### src/rtl/clint_timer_if.sv
// rtl/clint_timer_if.sv - CPU load/store port as seen by the CLINT timer block.
interface clint_timer_if;
  logic [31:0] bus_addr;
  logic        bus_wr_en;
  logic        bus_rd_en;
  logic [31:0] bus_wr_data;
  logic [31:0] bus_rd_data;
  logic        bus_sel;

  modport master (
    output bus_addr, bus_wr_en, bus_rd_en, bus_wr_data,
    input  bus_rd_data, bus_sel
  );

  modport slave (
    input  bus_addr, bus_wr_en, bus_rd_en, bus_wr_data,
    output bus_rd_data, bus_sel
  );
endinterface

### src/rtl/clint_timer.sv
// rtl/clint_timer.sv - mtime/mtimecmp/msip responder driving timer and software interrupts.
// Optional CLINT_HI_LATCH_EN: MTIME_LO reads latch mtime[63:32] for an atomic LO-then-HI read.
module clint_timer #(
  parameter logic [31:0] BASE_ADDR = 32'h0200_0000,
  parameter int          TICK_DIV  = 1
) (
  input  logic          clk,
  input  logic          rst_n,
  clint_timer_if.slave  cpu,
  output logic          timer_interrupt,
  output logic          software_interrupt
);

  localparam logic [15:0] OFF_MSIP    = 16'h0000;
  localparam logic [15:0] OFF_CMP_LO  = 16'h4000;
  localparam logic [15:0] OFF_CMP_HI  = 16'h4004;
  localparam logic [15:0] OFF_TIME_LO = 16'hBFF8;
  localparam logic [15:0] OFF_TIME_HI = 16'hBFFC;
  localparam logic [15:0] BASE_HI     = BASE_ADDR[31:16];
  localparam logic [15:0] TICK_LAST   = 16'(TICK_DIV - 1);

  logic [63:0] mtime_q, mtime_d;
  logic [63:0] mtimecmp_q, mtimecmp_d;
  logic [15:0] prescaler_q, prescaler_d;
  logic        msip_q, msip_d;
  logic        timer_irq_q, timer_irq_d;
  logic        sw_irq_q, sw_irq_d;
`ifdef CLINT_HI_LATCH_EN
  logic [31:0] shadow_q, shadow_d;
`endif

  logic [15:0] offset;
  logic        sel;
  logic        hit_msip, hit_cmp_lo, hit_cmp_hi, hit_time_lo, hit_time_hi;
  logic        tick;
  logic [31:0] rd_data;

  // Misaligned addresses never equal a register offset, so they fall into holes naturally.
  always_comb begin
    offset      = cpu.bus_addr[15:0];
    sel         = (cpu.bus_addr[31:16] == BASE_HI);
    hit_msip    = sel && (offset == OFF_MSIP);
    hit_cmp_lo  = sel && (offset == OFF_CMP_LO);
    hit_cmp_hi  = sel && (offset == OFF_CMP_HI);
    hit_time_lo = sel && (offset == OFF_TIME_LO);
    hit_time_hi = sel && (offset == OFF_TIME_HI);
  end

  always_comb begin
    rd_data = 32'h0;
    if (cpu.bus_rd_en) begin
      if (hit_msip)         rd_data = {31'b0, msip_q};
      else if (hit_cmp_lo)  rd_data = mtimecmp_q[31:0];
      else if (hit_cmp_hi)  rd_data = mtimecmp_q[63:32];
      else if (hit_time_lo) rd_data = mtime_q[31:0];
`ifdef CLINT_HI_LATCH_EN
      else if (hit_time_hi) rd_data = shadow_q;
`else
      else if (hit_time_hi) rd_data = mtime_q[63:32];
`endif
    end
  end

  assign cpu.bus_rd_data    = rd_data;
  assign cpu.bus_sel        = sel;
  assign timer_interrupt    = timer_irq_q;
  assign software_interrupt = sw_irq_q;

  always_comb begin
    tick        = (prescaler_q == TICK_LAST);
    prescaler_d = tick ? 16'h0 : prescaler_q + 16'h1;

    // A write to one mtime half beats the increment for that half; no carry crosses halves.
    mtime_d = mtime_q + 64'(tick);
    if (cpu.bus_wr_en && hit_time_lo)
      mtime_d = {mtime_q[63:32], cpu.bus_wr_data};
    else if (cpu.bus_wr_en && hit_time_hi)
      mtime_d = {cpu.bus_wr_data, mtime_q[31:0] + 32'(tick)};

    mtimecmp_d = mtimecmp_q;
    if (cpu.bus_wr_en && hit_cmp_lo) mtimecmp_d[31:0]  = cpu.bus_wr_data;
    if (cpu.bus_wr_en && hit_cmp_hi) mtimecmp_d[63:32] = cpu.bus_wr_data;

    msip_d = msip_q;
    if (cpu.bus_wr_en && hit_msip) msip_d = cpu.bus_wr_data[0];

    timer_irq_d = (mtime_q >= mtimecmp_q);
    sw_irq_d    = msip_q;
  end

`ifdef CLINT_HI_LATCH_EN
  always_comb begin
    shadow_d = shadow_q;
    if (cpu.bus_rd_en && hit_time_lo) shadow_d = mtime_q[63:32];
  end
`endif

  always_ff @(posedge clk or negedge rst_n) begin
    if (!rst_n) begin
      mtime_q     <= 64'h0;
      mtimecmp_q  <= 64'hFFFF_FFFF_FFFF_FFFF;
      prescaler_q <= 16'h0;
      msip_q      <= 1'b0;
      timer_irq_q <= 1'b0;
      sw_irq_q    <= 1'b0;
`ifdef CLINT_HI_LATCH_EN
      shadow_q    <= 32'h0;
`endif
    end else begin
      mtime_q     <= mtime_d;
      mtimecmp_q  <= mtimecmp_d;
      prescaler_q <= prescaler_d;
      msip_q      <= msip_d;
      timer_irq_q <= timer_irq_d;
      sw_irq_q    <= sw_irq_d;
`ifdef CLINT_HI_LATCH_EN
      shadow_q    <= shadow_d;
`endif
    end
  end

endmodule

### src/flat_wrapper.sv
// flat-port wrapper written by rule: the top's interface ports become plain ports
module clint_timer_flat 
#(
  parameter logic [31:0] BASE_ADDR = 32'h0200_0000,
  parameter int          TICK_DIV  = 1
)
  (clk, rst_n, timer_interrupt, software_interrupt, cpu_bus_addr, cpu_bus_wr_en, cpu_bus_rd_en, cpu_bus_wr_data, cpu_bus_rd_data, cpu_bus_sel);
  clint_timer_if cpu_i ();
  input  logic clk;
  input  logic rst_n;
  output logic timer_interrupt;
  output logic software_interrupt;
  input wire logic [$bits(cpu_i.bus_addr)-1:0] cpu_bus_addr;
  input wire logic [$bits(cpu_i.bus_wr_en)-1:0] cpu_bus_wr_en;
  input wire logic [$bits(cpu_i.bus_rd_en)-1:0] cpu_bus_rd_en;
  input wire logic [$bits(cpu_i.bus_wr_data)-1:0] cpu_bus_wr_data;
  output wire logic [$bits(cpu_i.bus_rd_data)-1:0] cpu_bus_rd_data;
  output wire logic [$bits(cpu_i.bus_sel)-1:0] cpu_bus_sel;
  assign cpu_i.bus_addr = cpu_bus_addr;
  assign cpu_i.bus_wr_en = cpu_bus_wr_en;
  assign cpu_i.bus_rd_en = cpu_bus_rd_en;
  assign cpu_i.bus_wr_data = cpu_bus_wr_data;
  assign cpu_bus_rd_data = cpu_i.bus_rd_data;
  assign cpu_bus_sel = cpu_i.bus_sel;
  clint_timer #(.BASE_ADDR(BASE_ADDR), .TICK_DIV(TICK_DIV)) u_core (.clk(clk), .rst_n(rst_n), .cpu(cpu_i), .timer_interrupt(timer_interrupt), .software_interrupt(software_interrupt));
endmodule
### config.mk
export PLATFORM = sky130hd
export DESIGN_NAME = clint_timer_flat
export DESIGN_NICKNAME = d
export VERILOG_FILES = /design/src/rtl/clint_timer_if.sv /design/src/rtl/clint_timer.sv /design/src/flat_wrapper.sv
export SDC_FILE = /design/constraint.sdc
export NUM_CORES = 1
export LEC_CHECK = 0
export CAP_MARGIN = 20
export CORE_ASPECT_RATIO = 1.75
export CORE_MARGIN = 10
export CORE_UTILIZATION = 25
export CTS_BUF_LIST = sky130_fd_sc_hd__clkbuf_2 sky130_fd_sc_hd__clkbuf_4 sky130_fd_sc_hd__clkbuf_8
export DETAILED_ROUTE_END_ITERATION = 16
export PLACE_DENSITY_LB_ADDON = 0.08
export SLEW_MARGIN = 20
export SYNTH_ARGS = -nofsm -noshare
export SYNTH_HDL_FRONTEND = slang
export SYNTH_SLANG_ARGS = --single-unit
### constraint.sdc
create_clock -name clk -period 4.03 [get_ports clk]
set_input_delay 0.806 -clock clk [delete_from_list [all_inputs] [get_ports clk]]
set_output_delay 0.806 -clock clk [all_outputs]
set_load 0.01 [all_outputs]
Yosys cells after proc, flatten, opt, wreduce, memory -nomap -nowiden
Index checks and enable logic that the tools add are counted.
{"block": "classes", "add_sub_neg": 3, "magnitude_cmp": 1, "n_eq_ne": 5, "n_mux": 9, "reduce_logical": 12}
{"op": "2-to-1 mux 32 bit", "n": 7}
{"op": "adder 64 x 1 -> 64 bit", "n": 1}
{"op": ">= comparator 64 bit", "n": 1}
{"op": "2-to-1 mux 64 bit", "n": 1}
{"op": "adder 32 x 1 -> 32 bit", "n": 1}
{"op": "equality test 16 x 15 -> 1 bit, second input constant", "n": 2}
{"op": "equality test 16 bit, second input constant", "n": 2}
{"op": "logical NOT 16 bit", "n": 2}
{"op": "adder 16 x 1 -> 16 bit, second input constant", "n": 1}
{"op": "equality test 16 x 10 -> 1 bit, second input constant", "n": 1}
{"op": "2-to-1 mux 16 bit", "n": 1}
{"op": "logical AND 1 bit", "n": 10}
{"block": "totals", "regBits": 147, "output_inout_bits": 35}

Logic depth before layout (Yosys ltp)
Gate-level depths: netlist of run 1.
{"block": "logic_depth", "word_depth": 8, "mapped_depth": 14}

Least setup slack after synthesis of run 1
Ideal clock, no wire load.
{"block": "synth_timing", "path_kind": "input to output", "from": "in cpu_bus_addr[24]", "to": "out cpu_bus_rd_data[10]", "arrival_time_ps": 2538, "path_slack_ps": 686, "path_stages": 8, "cell_sequence": "nor4b_1 -> nand4_1 -> nor4_1 -> and2_0 -> clkbuf_1 -> buf_2 -> a22oi_1 -> a21oi_1"}
{"block": "synth_via", "elab_chain_cells": 8, "word_cells_on_any_way": 12}
{"element": "from (decl)", "line_no": "flat_wrapper.sv:13", "rtl": "input wire logic [$bits(cpu_i.bus_addr)-1:0] cpu_bus_addr;"}
{"element": "equality test 16 x 10 -> 1 bit *", "line_no": "clint_timer.sv:41", "rtl": "sel = (cpu.bus_addr[31:16] == BASE_HI);"}
{"element": "logical AND 1 bit", "line_no": "clint_timer.sv:46", "rtl": "hit_time_hi = sel && (offset == OFF_TIME_HI);"}
{"element": "2-to-1 mux 32 bit", "line_no": "clint_timer.sv:59", "rtl": "else if (hit_time_hi) rd_data = mtime_q[63:32];"}
{"element": "2-to-1 mux 32 bit", "line_no": "clint_timer.sv:55", "rtl": "else if (hit_time_lo) rd_data = mtime_q[31:0];"}
{"element": "2-to-1 mux 32 bit", "line_no": "clint_timer.sv:54", "rtl": "else if (hit_cmp_hi) rd_data = mtimecmp_q[63:32];"}
{"element": "2-to-1 mux 32 bit", "line_no": "clint_timer.sv:53", "rtl": "else if (hit_cmp_lo) rd_data = mtimecmp_q[31:0];"}
{"element": "2-to-1 mux 32 bit *", "line_no": "clint_timer.sv:52", "rtl": "if (hit_msip) rd_data = {31'b0, msip_q};"}
{"element": "2-to-1 mux 32 bit *", "line_no": "clint_timer.sv:51", "rtl": "if (cpu.bus_rd_en) begin"}
{"element": "to (decl)", "line_no": "flat_wrapper.sv:17", "rtl": "output wire logic [$bits(cpu_i.bus_rd_data)-1:0] cpu_bus_rd_data;"}
Every way passes the cells marked *; elsewhere a longest branch is shown, timed or not.

Final worst setup path of run 1
{"block": "layout_timing", "from": "in cpu_bus_addr[13]", "to": "out cpu_bus_rd_data[13]"}
{"block": "layout_via", "elab_chain_cells": 8, "word_cells_on_any_way": 16}
{"element": "equality test 16 bit", "line_no": "clint_timer.sv:46"}
{"element": "logical AND 1 bit", "line_no": "clint_timer.sv:46"}
{"element": "2-to-1 mux 32 bit", "line_no": "clint_timer.sv:59"}
{"element": "2-to-1 mux 32 bit", "line_no": "clint_timer.sv:55"}
{"element": "2-to-1 mux 32 bit", "line_no": "clint_timer.sv:54"}
{"element": "2-to-1 mux 32 bit", "line_no": "clint_timer.sv:53"}
{"element": "2-to-1 mux 32 bit *", "line_no": "clint_timer.sv:52"}
{"element": "2-to-1 mux 32 bit *", "line_no": "clint_timer.sv:51"}
Marks and branches as above.

==> impl.org, run 1 <==
** Status
- The run finished with clean final reports.

** Placement
- Number of I/O port buffers :: 102
- Half-perimeter wire length after detailed placement :: 28.9 mm
- Placed cell count :: 1,638
- Routability-driven placement finished with a final weighted congestion of 0.788.
- At the placement stage, the worst setup path has a slack of -0.312 ns.

** STA
- Top achievable clock speed :: 0.258 GHz
- Minimum clock period :: 3.87 ns
- Between clock sinks in the finished design, the worst skew comes to 0.0136 ns.
- In the final timing run, aggregate negative setup slack is 0 ns.
- Hold violation total from the final report :: 0
- Max-slew violation count :: 0
- Part of the cycle the worst path needs :: 96.1%
- The worst pin sits at a relative slew slack of 39.0%.
- At the pin with the least slew margin, the transition time is 0.915 ns.
- Post-route setup slack :: 0.158 ns
- Count of final setup violators :: 0

** Pwr
- Part of the total power dissipated in the clock network :: 46.5%
- NetSw :: 0.758 mW
- The internal power of the cells totals 2.29 mW.
- Total leakage power :: 5.35 nW
- Worst voltage drop across the vdd grid :: 0.000187 V
- In this run switching power makes up 24.9% of total power.
- Logic gate share of total power :: 5.1%
- Power spread over the standard cell area amounts to 254 nW/µm².
- Share of total power in sequential cells :: 48.5%

** Clock tree
- Number of levels the H-tree was split into :: 4
- TritonCTS built the clock tree.
- Clock buffers created by TritonCTS :: 17
- Sink Count :: 147
- Clock-pin slew of the registers on the worst-case setup and hold paths :: 0.10 ns
- Buffer type at the clock tree root :: clkbuf_8
- After clock tree synthesis, the flow added hold-fix buffers numbering 0.
- Counting along the longest clock path gives a buffer depth of 2.
- The later pin in the worst-skew pair is clocked with a latency of 0.50 ns.

** Critical path
- Slowest CP cell :: clkdlybuf4s50_1
- Worst EP required :: 3.22 ns
- The worst register-to-register path begins at u_core.prescaler_q[0].
- The critical path in this run is classified as input port to output port.
- Category of the worst setup path capture point :: output port
- Startpoint class of the critical path :: input port
- The critical path goes through clkdlybuf4s50_1 -> nor4_1 -> and3_1 -> and3_2 -> buf_12 -> a22o_1 -> a222oi_1 -> nor2_1 -> dlygate4sd2_1.
- Worst EP arrival :: 3.07 ns
- In this run the worst path has a maximum fanout of 20.
- The largest single stage delay on the critical path is 0.48 ns.
- Grouping stages by cell kind, the critical path spends the most delay in buffers and inverters.
- The number of cells on the worst reg-to-reg path is 12.
- Critical register-to-register path endpoint :: u_core.mtime_q[61]
- Minimum setup slack among reg-to-reg paths :: 0.52 ns
- The number of buffers and inverters on the critical path is 3.

** Global route
- Number of antenna violations at the first check in global routing :: 1
- Global routing used 16.2% of the available tracks.
- First-pass GRT wire length :: 57.8 mm
- Remaining global-route overflow :: 0
- Pin count of the biggest net entering global routing :: 88
- Via count of the first global-routing pass :: 9,197

** Floorplan
- The floorplan step set the die height to 279 µm.
- Number of placed I/O pins :: 103
- Die Footprint :: 46,800 µm²
- The floorplan has 94 rows.
- Total core area :: 37,800 µm²
- Initial standard-cell utilization of the core :: 25.3%
- Horiz. Die Dim :: 168 µm

** Flow run
- The tool flagged a number of max-cap violations equal to 0.

** Routing
- Drt first pass iters :: 5
- After detailed routing, the average wire length per cell comes to 22.9 µm.
- DR vias/cell :: 5.15
- After detailed routing, the number of remaining DRC violations is 0.
- In this run the remaining antenna-violating nets after routing total 0.
- The routed layout has 8,623 vias.
- Initial drt markers :: 554
- In the detailed route, the total length drawn on met3 is 977 µm.
- Routed WL :: 38.4 mm
- Wire segments on met2 add up to 22.6 mm in the final route.
- The highest metal layer carrying signal wires in the routed design is met4.
- For this block, wires on met1 add up to 14.1 mm.

** Finish
- Non-filler cells, final :: 1,675
- Area growth from synthesis to layout :: 25.6%
- The post-route netlist has 17.0% of its cells at a drive strength greater than 1.
- The final layout contains 1,317 nets.

** Yosys
- Counting flops with a built-in enable in the synthesized netlist gives 0.
- Synthesis-stage register bit count :: 147
- The Yosys step of the flow raised 0 warnings.
- Synthesis handed over a netlist of 1,071 instances.
- Sequential cells were found to cover 39.3% of the synthesized design area.
- Post-Syn Nets :: 1,207
- After synthesis, the share of flip-flops with an asynchronous set or reset is 100%.
- Post-synthesis instance area :: 9560 µm²
- After synthesis, the mean cell area works out to 8.92 µm².
- Number of library cell types mapped by synthesis :: 65
- Most used flip-flop cell after synthesis :: dfrtp_1

** Worst hold path
- Class of the tightest hold or removal check :: input port to asynchronous set/reset pin
[how the worst max path moves through the flow]
stage          depth (start not counted)                  end  slack (ns)             start
4_1_cts                                9  cpu_bus_rd_data[26]       0.001  cpu_bus_addr[24]
2_1_floorplan                          8  cpu_bus_rd_data[10]        0.69  cpu_bus_addr[24]
6_report                               9  cpu_bus_rd_data[13]        0.16  cpu_bus_addr[13]
5_1_grt                               10  cpu_bus_rd_data[21]      -0.002   cpu_bus_addr[3]
3_3_place_gp                           9  cpu_bus_rd_data[19]       -0.29  cpu_bus_addr[24]
3_5_place_dp                           9  cpu_bus_rd_data[19]       -0.31  cpu_bus_addr[17]
[routing by layer]
metal | GRT usage [%] | vias up
met5 | 0 | -
met4 | 5.33 | 0
met3 | 2.45 | 34
met2 | 32.4 | 164
met1 | 16.2 | 4301
li1 | - | 4124
[cell type report]
type	count	area [µm²]
fillers	4012	25700
multi-input cells	792	5350
flip-flops and latches	147	3760
repair buffers	150	1560
well taps	480	601
inverters	73	274
clock buffers	17	234
clock inverters	15	231
diodes	1	2.50
[synth_stat cells, drive strengths merged, types with 7 or more instances]
| master | instances | area share [%] |
|---|---|---|
| a21oi | 119 | 6.2 |
| and3 | 21 | 1.4 |
| nor3 | 12 | 0.80 |
| dfrtp | 83 | 22 |
| nand3 | 41 | 2.3 |
| a22oi | 17 | 1.3 |
| o21ai | 65 | 3.4 |
| nand2 | 100 | 3.9 |
| buf | 12 | 0.68 |
| nor2 | 82 | 3.2 |
| ha | 68 | 8.9 |
| a21o | 7 | 0.55 |
| a22o | 33 | 3.0 |
| nand4 | 30 | 2.0 |
| and4 | 15 | 1.4 |
| inv | 73 | 2.9 |
| xor2 | 18 | 1.6 |
| mux2 | 34 | 4.0 |
| clkbuf | 47 | 1.8 |
| dfstp | 64 | 18 |
| o22ai | 14 | 0.92 |
| a222oi | 17 | 1.8 |
| xnor2 | 26 | 2.4 |
| nor4 | 16 | 1.4 |
[registers in the layout, summed over array words and instances (netlist names)]
name,cells
u_core.mtimecmp_q,64
u_core.msip_q,1
u_core.prescaler_q,16
u_core.mtime_q,64
u_core.timer_interrupt,1
u_core.software_interrupt,1
[cells in the final DEF, fill, tap and decap left out, types with 6 or more instances in the layout]
master	instances
dfstp_2	64
mux2_2	34
clkdlybuf4s50_1	69
xnor2_1	26
nand2_1	99
nand4_1	29
inv_1	73
nor4_1	9
dlymetal6s2s_1	12
and4_1	15
dfrtp_1	83
a22oi_1	17
o22ai_1	14
buf_12	12
buf_4	32
nor2_1	82
clkbuf_8	17
dlygate4sd2_1	20
a21o_1	7
clkinv_4	6
ha_1	68
o21ai_1	9
nor3_1	9
a22o_1	33
xor2_1	18
a222oi_1	17
o21ai_0	56
and3_1	18
nand3_1	39
a21oi_1	118
[cell families (layout without fill, tap and decap cells)]
| logic type | count (synthesis) | after routing | share of synthesized area [%] |
|---|---|---|---|
| buffers and inverters | 132 | 255 | 5.39 |
| adders and majority gates | 68 | 68 | 8.90 |
| and+or+nand+nor | 344 | 344 | 18.5 |
| muxes | 35 | 35 | 4.11 |
| AOI/OAI and AO/OA | 301 | 301 | 19.7 |
| xor gates and xnor gates | 44 | 44 | 4.03 |
| other | 0 | 1 | 0 |
| DFF | 147 | 147 | 39.3 |
[through the flow]
step | power (mW) | cell area (µm²) | hold slack (ns) | utilization (%)
global placement | 1.66 | 11400 | 0.403 | 30.3
floorplan | 1.51 | 9560 | 0.369 | -
finish | 3.05 | 12000 | 0.398 | 31.8
detailed placement | 1.66 | 11400 | 0.399 | 30.3
global route | 3.17 | 12000 | 0.428 | 31.8
CTS | 3.11 | 12000 | 0.415 | 31.7
[timing repair]
item,CTS,global route
resized for setup,34,14
endpoints found under the hold margin,0,0
setup buffers,3,1
setup endpoints to repair,32,13
pin swaps,6,2
[power by group through the flow]
stage	registers (mW)	logic [mW]	clock network (mW)
after floorplan	1.50	0.0104	0
after global placement	1.50	0.158	0
after detailed placement	1.50	0.158	0
after CTS	1.48	0.161	1.47
after global routing	1.48	0.168	1.52
final	1.48	0.154	1.42
No activity file was read; power rests on OpenSTA's default activity.
==> inputs of run 2 (changes only) <==
- CTS_CLUSTER_DIAMETER: not set -> 40
==> results of run 2 <==
No change in the layout: final DEF, timing and power equal those of run 1.
==> inputs of run 3 (changes only) <==
- CORE_ASPECT_RATIO: 1.75 -> not set
==> impl.org, run 3 (same netlist as run 1, synthesis figures left out) <==
** Placement
- Summed over all nets, the half-perimeter wirelength after detailed placement is 25.9 mm.
- The congestion estimate from routability-driven global placement came to 0.779.
- Cell area after placement :: 11,500 µm²
- Placed cell count :: 1,672
- Prior to clock tree synthesis, the placed netlist has a worst setup slack of -0.185 ns.
- Port buffering added 102 buffers.

** Clock tree
- Sink Count :: 147
- Clock latency on the worst-skew pair, taken at its later pin, is 0.49 ns.
- The tree is rooted in a clkbuf_8.
- The number of clock buffers added by TritonCTS is 17.
- After clock tree synthesis, the clock-pin slew on the worst setup and hold paths is 0.09 ns.
- Counting along the longest clock path gives a buffer depth of 2.
- The H-tree was split into 4 levels.
- Cts-stage hold buffer count :: 0
- TritonCTS built the clock tree.

** Critical path
- Worst EP required :: 3.22 ns
- Worst EP arrival :: 3.02 ns
- Category of the worst setup path capture point :: output port
- Startpoint class of the critical path :: input port
- Biggest fanout along the worst timing path :: 31
- The worst setup path is of the input port to output port kind.

** Routing
- Dividing the detail-routed wire length by the instance count gives 20.8 µm.
- In the routed layout, each cell is associated on average with a via count of 4.99.
- The count of nets left with antenna violations once routing finished came out at 0.
- For this run, design rule violations remaining after detail routing come to 0.
- Initial drt markers :: 605
- The final layout contains routed wiring with a total length of 35.4 mm.
- The first TritonRoute pass finished after 5 iterations.
- Across all layers, the routed design uses 8,511 vias.

** STA
- Pin slew with the least headroom to its limit :: 0.833 ns
- Adding up every negative setup slack in the final design gives 0 ns.
- The final number of max-transition violations is 0.
- Derived from the worst setup path, the maximum achievable clock frequency is 0.261 GHz.
- Post-route setup slack :: 0.203 ns
- Part of the cycle the worst path needs :: 95.0%
- Post-Route Skew :: 0.0156 ns
- Final hold analysis gives a worst-case slack of 0.346 ns.
- Worst slew slack as a fraction of its limit :: 44.5%
- Minimum clock period :: 3.83 ns
- Count of final setup violators :: 0
- The final hold violation count came to 0.
- Unrepaired setup endpoints after global routing :: no

** Finish
- For this run, the share of the core covered by cells in the final layout is 31.8%.
- Summed area of non-filler cells in the final layout :: 12,000 µm²
- Commonest cells after routing, fill and taps aside :: a21oi_1, nand2_1, dfrtp_1
- Regs by FF count :: u_core.mtime_q: 64 flops, u_core.mtimecmp_q: 64 flops, u_core.prescaler_q: 16 flops
- Area growth from synthesis to layout :: 25.4%
- Fin nets :: 1,318
- Leading cell type in the layout, fill and taps excluded :: a21oi_1
- Fraction of final layout cells with drive strength greater than 1 :: 16.8%
- For this run, the number of standard cells in the final layout without fillers is 1,706.
- Fill count :: 4,025
- The number of antenna diodes in the final layout is 0.

** Status
- Result of the run :: complete, no violations

** Global route
- The initial antenna violation count came to 0.
- The via count of the first global-routing pass is 8,720.
- Entering global routing, the biggest net connects 79 pins.
- First-pass GRT wire length :: 54.8 mm
- Global routing finished with a remaining overflow of 0.
- Aggregate global-route resource usage :: 15.2%

** Floorplan
- Number of placed I/O pins :: 103
- FP Rows :: 71
- Initial standard-cell utilization of the core :: 25.4%
- Die Footprint :: 46,500 µm²
- Total core area :: 37,700 µm²
- Horiz. Die Dim :: 216 µm
- Die span in y :: 216 µm

** Pwr
- Total power :: 3.02 mW
- Power spread over the standard cell area amounts to 252 nW/µm².
- VDD sags by at most 0.000186 V.
- Summed over all cells, the static leakage comes to 5.17 nW.

** Flow run
- Across the run, the number of max-cap violations was 0.

** Worst hold path
- The worst hold path belongs to the class input port to asynchronous set/reset pin.
-- run 3: critical path, stage by stage --
cell and delay [ns]:
clkdlybuf4s50_1 0.42, nor4_2 0.28, nand4_1 0.22, nor4_2 0.24
buf_4 0.16, buf_4 0.12, nand3b_1 0.08, nand2_2 0.09
buf_12 0.21, nor2_1 0.09, dlygate4sd2_1 0.29
-- run 3: worst paths after layout --
kind                                  startpoint                        end  slack (ns)  cells past startpoint
max                             cpu_bus_addr[17]         cpu_bus_rd_data[3]        0.20                     11
min                                        rst_n         u_core.mtime_q[28]        0.35                      1
max reg2reg                u_core.prescaler_q[0]         u_core.mtime_q[56]        0.54                     14
min reg2reg                        u_core.msip_q  u_core.software_interrupt        0.41                      0
max in group asynchronous                  rst_n      u_core.mtimecmp_q[27]        2.71                      2
min in group clk                   u_core.msip_q  u_core.software_interrupt        0.41                      0
-- run 3: power breakdown --
part / internal (mW) / switching [mW] / leakage (nW)
Combinational: 0.0673 / 0.0798 / 3.24
Sequential: 1.48 / 0.000000921 / 1.71
Clock: 0.750 / 0.644 / 0.224
-- run 3: final cells by class --
type	instances	area [µm²]	area share, %
Tap cell	511	639	5.33
Timing Repair Buffer	151	1540	12.9
Clock inverter	14	210	1.75
Clock buffer	18	248	2.07
Inverter	73	274	2.29
Multi-Input combinational cell	792	5320	44.3
Sequential cell	147	3760	31.4
-- run 3: routing by layer --
metal / part of all wire [%] / wire (µm) / global-route usage [%] / up-vias
met4: 1.3 / 461 / 3.97 / 0
met5: 0 / 0 / 0 / -
met3: 3.0 / 1070 / 2.50 / 16
met1: 47 / 16700 / 20.1 / 4243
met2: 49 / 17200 / 25.3 / 118
li1: - / - / - / 4134
-- run 3: what timing repair did --
| item | in CTS | in global routing |
|---|---|---|
| buffers inserted | 2 | 0 |
| resized for setup | 37 | 7 |
| pin swaps | 3 | 0 |
| cloned | 0 | 0 |
| endpoints found under the setup margin | 32 | 18 |
